## config.mk

```make
export PLATFORM = sky130hd
export DESIGN_NAME = mac_operand_feeder
export DESIGN_NICKNAME = d
export VERILOG_FILES = /design/src/rtl/mac_pkg.sv /design/src/rtl/mac_operand_fifo.sv /design/src/rtl/mac_operand_feeder.sv
export SDC_FILE = /design/constraint.sdc
export NUM_CORES = 1
export LEC_CHECK = 0
export BUFFER_PORTS_ARGS = -buffer_cell sky130_fd_sc_hd__buf_2
export CAP_MARGIN = 0
export CORE_MARGIN = 1.5
export CORE_UTILIZATION = 58
export CTS_CLUSTER_DIAMETER = 60
export CTS_CLUSTER_SIZE = 20
export DETAILED_ROUTE_END_ITERATION = 16
export PLACE_DENSITY = 0.73
export SETUP_SLACK_MARGIN = 0.4
export SLEW_MARGIN = 30
export SYNTH_ARGS = -nofsm -noshare
export SYNTH_HDL_FRONTEND = slang
export SYNTH_SLANG_ARGS = --single-unit
```

## constraint.sdc

```tcl
create_clock -name clk -period 11.67 [get_ports clk]
set_input_delay 1.7505 -clock clk [delete_from_list [all_inputs] [get_ports clk]]
set_output_delay 1.7505 -clock clk [all_outputs]
set_load 0.1 [all_outputs]
```

## src/rtl/mac_pkg.sv

```systemverilog
`default_nettype none
// +----------------------------------------------------------------------------+
// | mac_pkg : shared widths and FSM state encoding for the MAC operand feeder  |
// | Rev 1.0 : initial release                                                  |
// +----------------------------------------------------------------------------+
package mac_pkg;
  localparam int DATA_W = 16;
  localparam int ACC_W  = 36;

  typedef enum logic [2:0] {
    ST_IDLE  = 3'd0,
    ST_CLEAR = 3'd1,
    ST_RUN   = 3'd2,
    ST_DRAIN = 3'd3,
    ST_DONE  = 3'd4
  } feeder_state_t;
endpackage
`default_nettype wire

```

## src/rtl/mac_operand_fifo.sv

```systemverilog
`default_nettype none
// +----------------------------------------------------------------------------+
// | mac_operand_fifo : synchronous FIFO holding packed {a,b} operand pairs     |
// | Rev 1.0 : initial release                                                  |
// +----------------------------------------------------------------------------+
module mac_operand_fifo #(
  parameter int WIDTH = 32,
  parameter int DEPTH = 8
) (
  input  logic                     clk,
  input  logic                     reset,
  input  logic                     push,
  input  logic [WIDTH-1:0]         wdata,
  input  logic                     pop,
  output logic [WIDTH-1:0]         rdata,
  output logic                     full,
  output logic                     empty,
  output logic [$clog2(DEPTH):0]   count
);
  localparam int PTR_W = $clog2(DEPTH);

  logic [WIDTH-1:0] mem [DEPTH];
  logic [PTR_W-1:0] wr_ptr;
  logic [PTR_W-1:0] rd_ptr;

  // Storage is not reset; only the pointers and count define what is valid.
  always_ff @(posedge clk) begin
    if (push) mem[wr_ptr] <= wdata;
  end

  always_ff @(posedge clk) begin
    if (!reset) begin
      wr_ptr <= '0;
      rd_ptr <= '0;
      count  <= '0;
    end else begin
      if (push) wr_ptr <= wr_ptr + 1'b1;
      if (pop)  rd_ptr <= rd_ptr + 1'b1;
      case ({push, pop})
        2'b10:   count <= count + 1'b1;
        2'b01:   count <= count - 1'b1;
        default: count <= count;
      endcase
    end
  end

  assign rdata = mem[rd_ptr];
  assign full  = (count == (PTR_W+1)'(DEPTH));
  assign empty = (count == '0);
endmodule
`default_nettype wire

```

## src/rtl/mac_operand_feeder.sv

```systemverilog
`default_nettype none
// +----------------------------------------------------------------------------+
// | mac_operand_feeder : buffers operand pairs and issues len pairs to the MAC |
// | Optional macro FEEDER_STALL_CNT_EN adds the stall_cnt output.              |
// | Rev 1.0 : initial release                                                  |
// +----------------------------------------------------------------------------+
module mac_operand_feeder #(
  parameter int DATA_W  = mac_pkg::DATA_W,
  parameter int DEPTH   = 8,
  parameter int LEN_W   = 8,
  parameter int MAC_LAT = 1
) (
  input  logic              clk,
  input  logic              reset,
  input  logic              in_valid,
  output logic              in_ready,
  input  logic [DATA_W-1:0] in_a,
  input  logic [DATA_W-1:0] in_b,
  input  logic              start,
  input  logic [LEN_W-1:0]  len,
  output logic              busy,
  output logic [DATA_W-1:0] mac_a,
  output logic [DATA_W-1:0] mac_b,
  output logic              mac_clr,
  output logic              done
`ifdef FEEDER_STALL_CNT_EN
  ,
  output logic [15:0]       stall_cnt
`endif
);
  import mac_pkg::*;

  localparam int CNT_W = $clog2(DEPTH) + 1;
  localparam int DRN_W = $clog2(MAC_LAT + 2);

  feeder_state_t       state;
  feeder_state_t       state_nx;
  logic [LEN_W-1:0]    rem;
  logic [DRN_W-1:0]    drain_cnt;
  logic                push;
  logic                pop;
  logic                fifo_full;
  logic                fifo_empty;
  logic [CNT_W-1:0]    fifo_count;
  logic [2*DATA_W-1:0] fifo_rdata;

  assign push = in_valid && in_ready;
  assign pop  = (state == ST_RUN) && !fifo_empty;

  mac_operand_fifo #(
    .WIDTH (2*DATA_W),
    .DEPTH (DEPTH)
  ) u_fifo (
    .clk   (clk),
    .reset (reset),
    .push  (push),
    .wdata ({in_a, in_b}),
    .pop   (pop),
    .rdata (fifo_rdata),
    .full  (fifo_full),
    .empty (fifo_empty),
    .count (fifo_count)
  );

  always_ff @(posedge clk) begin
    if (!reset) state <= ST_IDLE;
    else        state <= state_nx;
  end

  always_comb begin
    state_nx = state;
    mac_clr  = 1'b0;
    done     = 1'b0;
    busy     = 1'b1;
    case (state)
      ST_IDLE: begin
        busy = 1'b0;
        if (start) state_nx = ST_CLEAR;
      end
      ST_CLEAR: begin
        mac_clr  = 1'b1;
        state_nx = (rem != '0) ? ST_RUN : ST_DRAIN;
      end
      ST_RUN: begin
        if (pop && rem == LEN_W'(1)) state_nx = ST_DRAIN;
      end
      ST_DRAIN: begin
        if (drain_cnt == DRN_W'(MAC_LAT)) state_nx = ST_DONE;
      end
      ST_DONE: begin
        done     = 1'b1;
        state_nx = ST_IDLE;
      end
      default: state_nx = ST_IDLE;
    endcase
  end

  always_ff @(posedge clk) begin
    if (!reset) begin
      rem       <= '0;
      drain_cnt <= '0;
      mac_a     <= '0;
      mac_b     <= '0;
      in_ready  <= 1'b0;
    end else begin
      // Next-cycle full: stays full without a pop, or the last free slot fills now.
      in_ready <= !((fifo_full && !pop) ||
                    (fifo_count == CNT_W'(DEPTH-1) && push && !pop));
      {mac_a, mac_b} <= pop ? fifo_rdata : '0;
      if (state == ST_IDLE && start) rem <= len;
      else if (pop)                  rem <= rem - 1'b1;
      drain_cnt <= (state == ST_DRAIN) ? drain_cnt + 1'b1 : '0;
    end
  end

`ifdef FEEDER_STALL_CNT_EN
  always_ff @(posedge clk) begin
    if (!reset)
      stall_cnt <= '0;
    else if (state == ST_IDLE && start)
      stall_cnt <= '0;
    else if (state == ST_RUN && fifo_empty && stall_cnt != 16'hFFFF)
      stall_cnt <= stall_cnt + 1'b1;
  end
`endif
endmodule
`default_nettype wire
```

==> run_results.csv <==
group,metric,value,unit
status,status,"finished, final reports clean",
sta,drv_slew,0,
die,die_area,0.0210,mm^2
clock_tree,cts_setup_buffers,0,
synthesis,yosysMostFrequentCell,"edfxtp_1",
cells_and_area,final_util,0.674,
placement,post-dp-hpwl,11.4,mm
die,num_rows,51,
grt,gr-usage-all-layers,0.202,
detailed_routing,viasPerCell,5.79,
synthesis,synth_xor_area_frac,0.00826,
grt,grt_pass1_wl,31.5,mm
synthesis,synth_top_cell_by_area,"edfxtp_1",
clock_tree,cts_tree,"yes",
grt,grt_overflow,0,
synthesis,synth.avg_cell_area,19.6,um^2
power_and_ir_drop,leakage,4.29,nW
die,fp.dieH,145,um
synthesis,syn_area,0.0117,mm^2
cells_and_area,layout.nets,732,
sta,tns,0,ns
sta,period_needed,3.44,ns
power_and_ir_drop,ir_drop,116,uV
clock_tree,insertion_delay,0.52,ns
clock_tree,ctsHtreeMaxLevel,1,
detailed_routing,drt-initial-drc-count,433,
clock_tree,cts_root_buf,"clkbuf_16",
power_and_ir_drop,total_power,2.19,mW
clock_tree,cts_made_buffers,22,
worst_setup_path,critPathKind,"register to output port",
placement,place_congestion,0.771,
detailed_routing,wl_per_cell,20.9,um
placement,dp.cells,920,
hold_path,min_path_type,"register to register",
worst_setup_path,worstPathRequired,9.92,ns
detailed_routing,first_pass_iters,5,
detailed_routing,wirelength,20.1,mm
synthesis,synth-simple-area-share,0.0420,
placement,placed_area,0.0125,mm^2
sta,rsz0062_at_grt,"no",
worst_setup_path,crit_path_end_kind,"output port",
cells_and_area,fin_cells,961,
synthesis,synth_cells,594,
synthesis,syn_nets,647,
die,io_pins,80,
sta,finalCritPeriodShare,0.295,
synthesis,yosysUniqueCellTypes,45,
sta,setup_slack,8.23,ns
sta,fin_worst_skew,0.0147,ns
placement,port_buffers,79,
synthesis,ys.flop_type,"edfxtp_1",
cells_and_area,area_growth,13.2,%
sta,setup_viol,0,
grt,grt_max_degree,50,
cells_and_area,drive_gt1_frac,0.291,
sta,relSlewSlack,0.466,
synthesis,async_flop_share,0,
clock_tree,cts.repair.resized,0,
worst_setup_path,crit_arrival,1.69,ns
detailed_routing,vias,5563,
grt,antenna_found_initial,0,
clock_tree,cts.sinks,312,
synthesis,synth_top_area_share,0.659,
run,maxCapViolCount,0,
synthesis,synth_top_family_by_area,"multiplexers",
sta,worstMarginPinSlew,0.798,ns
die,start_util,0.596,
sta,fmax,290,MHz
synthesis,synth_warnings,0,
synthesis,synth_enable_flop_cells,256,
synthesis,ys_top_cells_by_count,"edfxtp_1 (256), mux4_2 (64), dfxtp_1 (56)",
synthesis,synthMuxAreaShare,0.153,
power_and_ir_drop,powerDensity,166,mW/mm^2
synthesis,ys_top_cells_by_area,"edfxtp_1 (66%), mux4_2 (12%), dfxtp_1 (9.6%), mux2i_1 (2.9%), nor2_1 (1.4%)",
clock_tree,cts.reportedPaths.clkPinSlew,0.08,ns
clock_tree,clk_path_buf_depth,3,
die,die_w,145,um
detailed_routing,final_antenna_net_count,0,
die,core_area,0.0196,mm^2
synthesis,synth-seq-area-share,0.755,
synthesis,synth_fa_ha_area_frac,0.00965,
grt,grt_pass1_vias,5647,
detailed_routing,drc_errors,0,
sta,worst_hold_slack,0.428,ns
sta,hold_viol,0,
synthesis,synth_compound_area_frac,0.0187,
worst_setup_path,critPathMaxFanout,10,
clock_tree,cts_hold_buffers,0,
placement,pre_cts_slack,7.95,ns
cells_and_area,postLayoutCellArea,0.0132,mm^2
synthesis,synth_seq_cells,312,
worst_setup_path,cp-start-kind,"register",
==> flip-flops by register name (all words and copies together), names as in the netlist <==
signal and cells:
mac_a 16, rem 8, u_fifo.rd_ptr 3, u_fifo.mem 256
drain_cnt 2, mac_b 16, u_fifo.wr_ptr 3, state 3
u_fifo.count 4, in_ready 1
==> area by class of cell <==
| class | instances | area (um^2) |
|---|---|---|
| sequential | 312 | 8820 |
| clock inverter | 9 | 103 |
| clock buffer | 31 | 637 |
| inverter | 8 | 35.0 |
| multi-input combinational | 246 | 2750 |
| antenna | 1 | 2.50 |
| tap | 265 | 332 |
| timing repair buffer | 89 | 534 |
| fill | 1284 | 6380 |
==> final timing paths <==
kind,from,end,slack [ns],cells after the start
max,state[0],mac_clr,8.23,2
min,drain_cnt[0],drain_cnt[0],0.43,1
max reg2reg,u_fifo.count[2],u_fifo.count[2],9.02,10
min reg2reg,drain_cnt[0],drain_cnt[0],0.43,1
==> routing by layer <==
metal	track usage	part of all wire
met4	0.0463	0.015
met5	0	0
met1	0.284	0.43
met3	0.0319	0.051
met2	0.338	0.50
==> where the power goes <==
| part | leakage [nW] | total (mW) | switching, mW | internal, mW |
|---|---|---|---|---|
| registers | 2.77 | 1.24 | 0.0174 | 1.22 |
| logic | 1.17 | 0.165 | 0.103 | 0.0616 |
| clock network | 0.352 | 0.785 | 0.371 | 0.414 |
==> logic make-up (layout without fill, tap and decap cells) <==
group / Yosys count / count (layout)
AOI/OAI and AO/OA: 33 / 33
xor gates and xnor gates: 11 / 11
adders and majority gates: 9 / 9
buffers and inverters: 36 / 137
DFF: 312 / 312
muxes: 98 / 98
other: 0 / 1
and+or+nand+nor: 95 / 95
==> critical path, cell delays in order (launching register included) <==
cell     delay (ns)
dfxtp_1        0.52
nor3b_1        0.21
buf_2          0.45
==> cells in the final DEF (no fill, tap or decap), drive strengths merged, types with 2 or more instances in the layout <==
cell,netlist,routed
nor2b,2,2
nand2,11,11
nand2b,3,3
clkinvlp,0,2
dfxtp,56,56
xnor2,5,5
nor4,3,3
nand3,8,8
mux2i,34,34
nor2,42,42
nor3b,4,4
buf,18,89
o31ai,2,2
a211oi,2,2
inv,8,11
clkinv,0,3
edfxtp,256,256
nand4,4,4
clkbuf,10,31
and2,5,5
a21oi,6,6
o21ai,8,8
ha,9,9
a21boi,5,5
mux4,64,64
nor3,7,7
a31oi,3,3
xor2,6,6
or3,2,2
Power figures use the tool's default switching activity.
